## src/rtl/multicycle_control.sv

```systemverilog
// Multicycle RV32I control FSM: opcode decode, per-state datapath strobes, instruction budget, ECALL halt.
// Latency: start to first FETCH 1 cycle; 2-5 cycles per instruction. Handshake: level start, done held until start drops.
// Optional illegal-opcode trap is enabled by defining ILLEGAL_TRAP_EN; otherwise illegal opcodes retire as NOPs.
module multicycle_control #(
    parameter int INSTR_LIMIT = 64,
    parameter int CNT_W       = 16
) (
    input  logic             i_clk,
    input  logic             i_rst,
    input  logic             i_start,
    input  logic [6:0]       i_opcode,
    input  logic [2:0]       i_funct3,
    input  logic             i_zero,
    output logic             o_busy,
    output logic             o_done,
    output logic             o_err,
    output logic             o_pc_write,
    output logic             o_pc_src,
    output logic             o_ir_write,
    output logic             o_mem_read,
    output logic             o_mem_write,
    output logic             o_reg_write,
    output logic [1:0]       o_alu_op,
    output logic [1:0]       o_wb_sel,
    output logic [CNT_W-1:0] o_instr_count
);

    localparam logic [6:0] OP_R      = 7'b0110011;
    localparam logic [6:0] OP_I      = 7'b0010011;
    localparam logic [6:0] OP_LOAD   = 7'b0000011;
    localparam logic [6:0] OP_STORE  = 7'b0100011;
    localparam logic [6:0] OP_BRANCH = 7'b1100011;
    localparam logic [6:0] OP_JAL    = 7'b1101111;
    localparam logic [6:0] OP_LUI    = 7'b0110111;
    localparam logic [6:0] OP_ECALL  = 7'b1110011;

    localparam logic [CNT_W-1:0] LIMIT_V = CNT_W'(INSTR_LIMIT);

    typedef enum logic [2:0] {
        S_IDLE, S_FETCH, S_DECODE, S_EXEC, S_MEM, S_WB, S_DONE
    } state_t;

    typedef enum logic [2:0] {
        C_ALU, C_LOAD, C_STORE, C_BRANCH, C_JAL, C_LUI
    } cls_t;

    state_t          r_state, w_next;
    cls_t            r_cls, w_cls;
    logic [CNT_W-1:0] r_cnt;
    logic [CNT_W-1:0] w_cnt_inc;
    logic            w_legal;
    logic            w_ecall;
    logic            w_limit_hit;
    logic            w_retire;
    logic            w_run_start;
    state_t          w_end_next;
`ifdef ILLEGAL_TRAP_EN
    logic            w_trap;
    logic            r_err;
`endif

    // Opcode classification; the class is latched in DECODE so later states need not re-decode.
    always_comb begin
        w_legal = 1'b1;
        w_cls   = C_ALU;
        w_ecall = (i_opcode == OP_ECALL);
        case (i_opcode)
            OP_R, OP_I: w_cls = C_ALU;
            OP_LOAD:    w_cls = C_LOAD;
            OP_STORE:   w_cls = C_STORE;
            OP_BRANCH: begin
                w_cls   = C_BRANCH;
                w_legal = (i_funct3[2:1] == 2'b00);
            end
            OP_JAL:     w_cls = C_JAL;
            OP_LUI:     w_cls = C_LUI;
            default:    w_legal = 1'b0;
        endcase
    end

    assign w_cnt_inc   = (r_cnt == {CNT_W{1'b1}}) ? r_cnt : r_cnt + 1'b1;
    assign w_limit_hit = (INSTR_LIMIT != 0) && (w_cnt_inc == LIMIT_V);
    assign w_end_next  = w_limit_hit ? S_DONE : S_FETCH;

    always_comb begin
        w_next      = r_state;
        w_retire    = 1'b0;
        w_run_start = 1'b0;
`ifdef ILLEGAL_TRAP_EN
        w_trap      = 1'b0;
`endif
        o_pc_write  = 1'b0;
        o_pc_src    = 1'b0;
        o_ir_write  = 1'b0;
        o_mem_read  = 1'b0;
        o_mem_write = 1'b0;
        o_reg_write = 1'b0;
        o_alu_op    = 2'b00;
        o_wb_sel    = 2'b00;
        o_done      = 1'b0;
        case (r_state)
            S_IDLE: begin
                if (i_start) begin
                    w_next      = S_FETCH;
                    w_run_start = 1'b1;
                end
            end
            S_FETCH: begin
                o_mem_read = 1'b1;
                o_ir_write = 1'b1;
                o_pc_write = 1'b1;
                w_next     = S_DECODE;
            end
            S_DECODE: begin
                if (w_ecall) begin
                    w_retire = 1'b1;
                    w_next   = S_DONE;
                end else if (w_legal) begin
                    w_next = S_EXEC;
                end else begin
`ifdef ILLEGAL_TRAP_EN
                    w_trap = 1'b1;
                    w_next = S_DONE;
`else
                    w_retire = 1'b1;
                    w_next   = w_end_next;
`endif
                end
            end
            S_EXEC: begin
                case (r_cls)
                    C_ALU: begin
                        o_alu_op = 2'b10;
                        w_next   = S_WB;
                    end
                    C_LOAD, C_STORE: w_next = S_MEM;
                    C_BRANCH: begin
                        // funct3[0] selects bne, which takes the branch when zero is clear
                        o_alu_op   = 2'b01;
                        o_pc_write = i_zero ^ i_funct3[0];
                        o_pc_src   = 1'b1;
                        w_retire   = 1'b1;
                        w_next     = w_end_next;
                    end
                    C_JAL: begin
                        o_pc_write = 1'b1;
                        o_pc_src   = 1'b1;
                        w_next     = S_WB;
                    end
                    C_LUI:   w_next = S_WB;
                    default: w_next = S_IDLE;
                endcase
            end
            S_MEM: begin
                if (r_cls == C_LOAD) begin
                    o_mem_read = 1'b1;
                    w_next     = S_WB;
                end else begin
                    o_mem_write = 1'b1;
                    w_retire    = 1'b1;
                    w_next      = w_end_next;
                end
            end
            S_WB: begin
                o_reg_write = 1'b1;
                case (r_cls)
                    C_LOAD:  o_wb_sel = 2'b01;
                    C_JAL:   o_wb_sel = 2'b10;
                    C_LUI:   o_wb_sel = 2'b11;
                    default: o_wb_sel = 2'b00;
                endcase
                w_retire = 1'b1;
                w_next   = w_end_next;
            end
            S_DONE: begin
                o_done = 1'b1;
                if (!i_start) begin
                    w_next = S_IDLE;
                end
            end
            default: w_next = S_IDLE;
        endcase
    end

    always_ff @(posedge i_clk) begin
        if (i_rst) begin
            r_state <= S_IDLE;
            r_cls   <= C_ALU;
            r_cnt   <= '0;
        end else begin
            r_state <= w_next;
            if (r_state == S_DECODE) begin
                r_cls <= w_cls;
            end
            if (w_run_start) begin
                r_cnt <= '0;
            end else if (w_retire) begin
                r_cnt <= w_cnt_inc;
            end
        end
    end

`ifdef ILLEGAL_TRAP_EN
    always_ff @(posedge i_clk) begin
        if (i_rst) begin
            r_err <= 1'b0;
        end else if (w_run_start) begin
            r_err <= 1'b0;
        end else if (w_trap) begin
            r_err <= 1'b1;
        end
    end
    assign o_err = r_err;
`else
    assign o_err = 1'b0;
`endif

    assign o_busy        = (r_state != S_IDLE) && (r_state != S_DONE);
    assign o_instr_count = r_cnt;

endmodule

```

## config.mk

```make
export PLATFORM = sky130hd
export DESIGN_NAME = multicycle_control
export DESIGN_NICKNAME = d
export VERILOG_FILES = /design/src/rtl/multicycle_control.sv
export SDC_FILE = /design/constraint.sdc
export NUM_CORES = 1
export LEC_CHECK = 0
export ABC_AREA = 0
export BUFFER_PORTS_ARGS = -buffer_cell sky130_fd_sc_hd__buf_2
export CORE_ASPECT_RATIO = 1.5
export CORE_MARGIN = 2
export CORE_UTILIZATION = 58
export CTS_CLUSTER_DIAMETER = 120
export CTS_CLUSTER_SIZE = 25
export DETAILED_ROUTE_END_ITERATION = 6
export PLACE_DENSITY_LB_ADDON = 0.05
export REMOVE_ABC_BUFFERS = 1
export SETUP_SLACK_MARGIN = 0.5
export SLEW_MARGIN = 25
export SYNTH_ARGS = -nofsm -noshare
export SYNTH_HDL_FRONTEND = slang
export SYNTH_SLANG_ARGS = --single-unit
```

## constraint.sdc

```tcl
create_clock -name i_clk -period 3.95 [get_ports i_clk]
set_clock_uncertainty 0.1 [all_clocks]
set_input_delay 0.1975 -clock i_clk [delete_from_list [all_inputs] [get_ports i_clk]]
set_output_delay 0.1975 -clock i_clk [all_outputs]
set_load 0.02 [all_outputs]
```

==> metrics.txt <==
fin crit share=77.9%; pre-CTS setup slack=928 ps; routed vias/inst=6.05; CP Class=register to register; hold_buf cts=0; yosys warns=0; Post-route DRC=0; RSZ-0062 raised after global routing=no; Die Wd=48.9 um; WP buf/inv=0; Setup crit start kind=register; Final Max Tran Viols=0; Inserted Clock Buffers=3; CP Cell Sequence=nand4_1 > or4_4 > a311oi_2 > o21ai_1 > or4_1 > a211o_1; global-route wire length before repair=7550 um; share of the synthesized area in the top cell type=25.1%; Leak=0.757 nW; hpwl dp=3280 um; Area after DPL=1930 sq um; n_diodes=0; Rows=24; Clock Tree Root=clkbuf_8; slowest library cell on the worst path=or4_4; vias in the first global route=1746; slew at the pin with the worst max-slew slack=711 ps; Max FO, Critical Path=11; antenna violations before repair=0; Final Hold Slack=134 ps; asr flop ratio synth=0%; Final nets=288; Core Area=2880 sq um; Total GRT Usage=26.7%; Tmin final=3080 ps; Post-CTS Setup Bufs=0; most frequent cells after synthesis=36 x nor2_1, 22 x dfxtp_1, 18 x a21oi_1, 18 x nand2_1, 13 x nand3_1; port buffer count=41; P per Cell Area=248 nW/um^2; synth unique cells=52; Clock Pin Slew Worst Setup and Hold Paths=80 ps; status=complete, no violations; WP data arrival=3150 ps; Post-synth EDFFs=0; Worst R2R Start=o_instr_count[4]; Final Cell Area=1990 sq um; critical path's largest stage delay=690 ps; area leader, netlist=dfxtp_1; routability cong.=0.936; total wire length=4440 um; critical path required time=4020 ps; CTS Buffer Depth=2; FF-to-FF path depth=6; average size of a mapped cell=7.22 sq um; hold path start=i_rst; Top FF cell, synth=dfxtp_1; die height=71.4 um; hold-critical path depth=2; Post-CTS Resized=0; DIE AREA=3490 sq um; Vias=1882; Gate Count Post-Synth=243; Sink Count=22; post-DR wirelength/cell=14.3 um; grt total ovfl=0; Detailed Route Iter0 Violations=63; Seq/Total Area, Yosys=25.1%; CTS tree=yes; top-count cell post-synth=nor2_1; total I/O pin count=43; H-Tree Depth=1; Reg2Reg Setup Slack=870 ps; post-route setup TNS=0 ps; share of layout cells above drive strength 1=18.8%; fmax=325 MHz; max_slew headroom=52.3%; largest net degree at the start of global routing=17; clk_lat worst skew=270 ps; peak supply drop=0.000216 V; router iterations before antenna repair=4; Synth Register Bits=22; Worst Hold Class=input port to register; worst setup margin=872 ps; synthesized area=1750 sq um; most area-consuming cells after synthesis=dfxtp_1 25%, nor2_1 7.7%, a21oi_1 5.1%; # setup viols final=0; delay-heaviest family, CP=simple AND/OR/NAND/NOR gates; Crit. End Element=register; Hold Fails Final Rpt=0; ANT nets after route=0; Area growth, synth to finish=13.2%; initial core utilization=60.9%; hold endpoint=r_cls[0]; max_cap viols=0; Crit Reg-Reg Endpoint=r_state[0]
logic make-up (layout without fill, tap and decap cells):
family                     count (synthesis)  after routing  synth area share (%)
buffers and inverters                     23             52                  6.13
AOI/OAI and AO/OA                         53             53                  20.3
adders and majority gates                  1              1                 0.713
other                                      1              1                 0.214
and+or+nand+nor                          122            122                  36.7
xor gates and xnor gates                  16             16                  7.99
DFF                                       22             22                  25.1
muxes                                      5              5                  2.85
sequential cells by signal, summed over array words and instances (netlist names):
| signal | count |
|---|---|
| o_instr_count | 16 |
| r_cls | 3 |
| r_state | 3 |
report_power, final:
group / leakage, nW / switching, mW / internal, mW
Clock: 0.0288 / 0.0800 / 0.0892
Sequential: 0.178 / 0.00756 / 0.225
Combinational: 0.551 / 0.0577 / 0.0328
Total: 0.757 / 0.145 / 0.347
worst reg2reg max path, delay by kind of cell (launching register included):
| family | cells | cell delay [ps] |
|---|---|---|
| simple gates | 3 | 1690 |
| compound gates | 3 | 660 |
| flops | 1 | 530 |
metrics by stage:
stage	total power, mW	utilization [%]	std cells
after floorplan	0.294	-	226
after global placement	0.327	67.0	307
after detailed placement	0.328	67.0	307
after CTS	0.496	68.9	311
after global routing	0.515	68.9	311
final	0.492	68.9	311
cell type report:
type	instances	area (sq um)
fillers	281	897
inverters	6	22.5
clock buffers	4	55.1
well taps	39	48.8
multi-input cells	198	1210
repair buffers	42	213
flip-flops and latches	22	440
worst max-delay path by stage:
stage                      from    endpoint  slack [ps]  cells past startpoint
3_3_place_gp   o_instr_count[4]  r_state[0]        1010                      6
4_1_cts        o_instr_count[4]  r_state[0]         900                      6
5_1_grt        o_instr_count[4]  r_state[2]         730                      7
2_1_floorplan  o_instr_count[4]  r_state[0]        1010                      6
3_5_place_dp   o_instr_count[4]  r_state[0]         930                      6
6_report       o_instr_count[4]  r_state[0]         870                      6
per-layer routing:
| layer | part of all wire [%] | GRT usage, % | vias to the layer above |
|---|---|---|---|
| met5 | 0 | 0 | - |
| met4 | 2.2 | 13.7 | 0 |
| met3 | 4.6 | 3.13 | 9 |
| met2 | 54 | 51.0 | 67 |
| met1 | 40 | 28.3 | 854 |
| li1 | - | - | 952 |
layout by cell type (no fill, tap or decap), types with 5 or more instances in the layout:
cell,count
buf_2,41
nor2_1,36
dfxtp_1,22
nand2_1,18
a21oi_1,18
nand3_1,13
nor3_1,12
xnor2_1,10
nor4_1,9
nand4_1,7
inv_1,6
xor2_1,6
o21ai_0,5
mux2i_1,5
(Power assumes the default switching activity.)
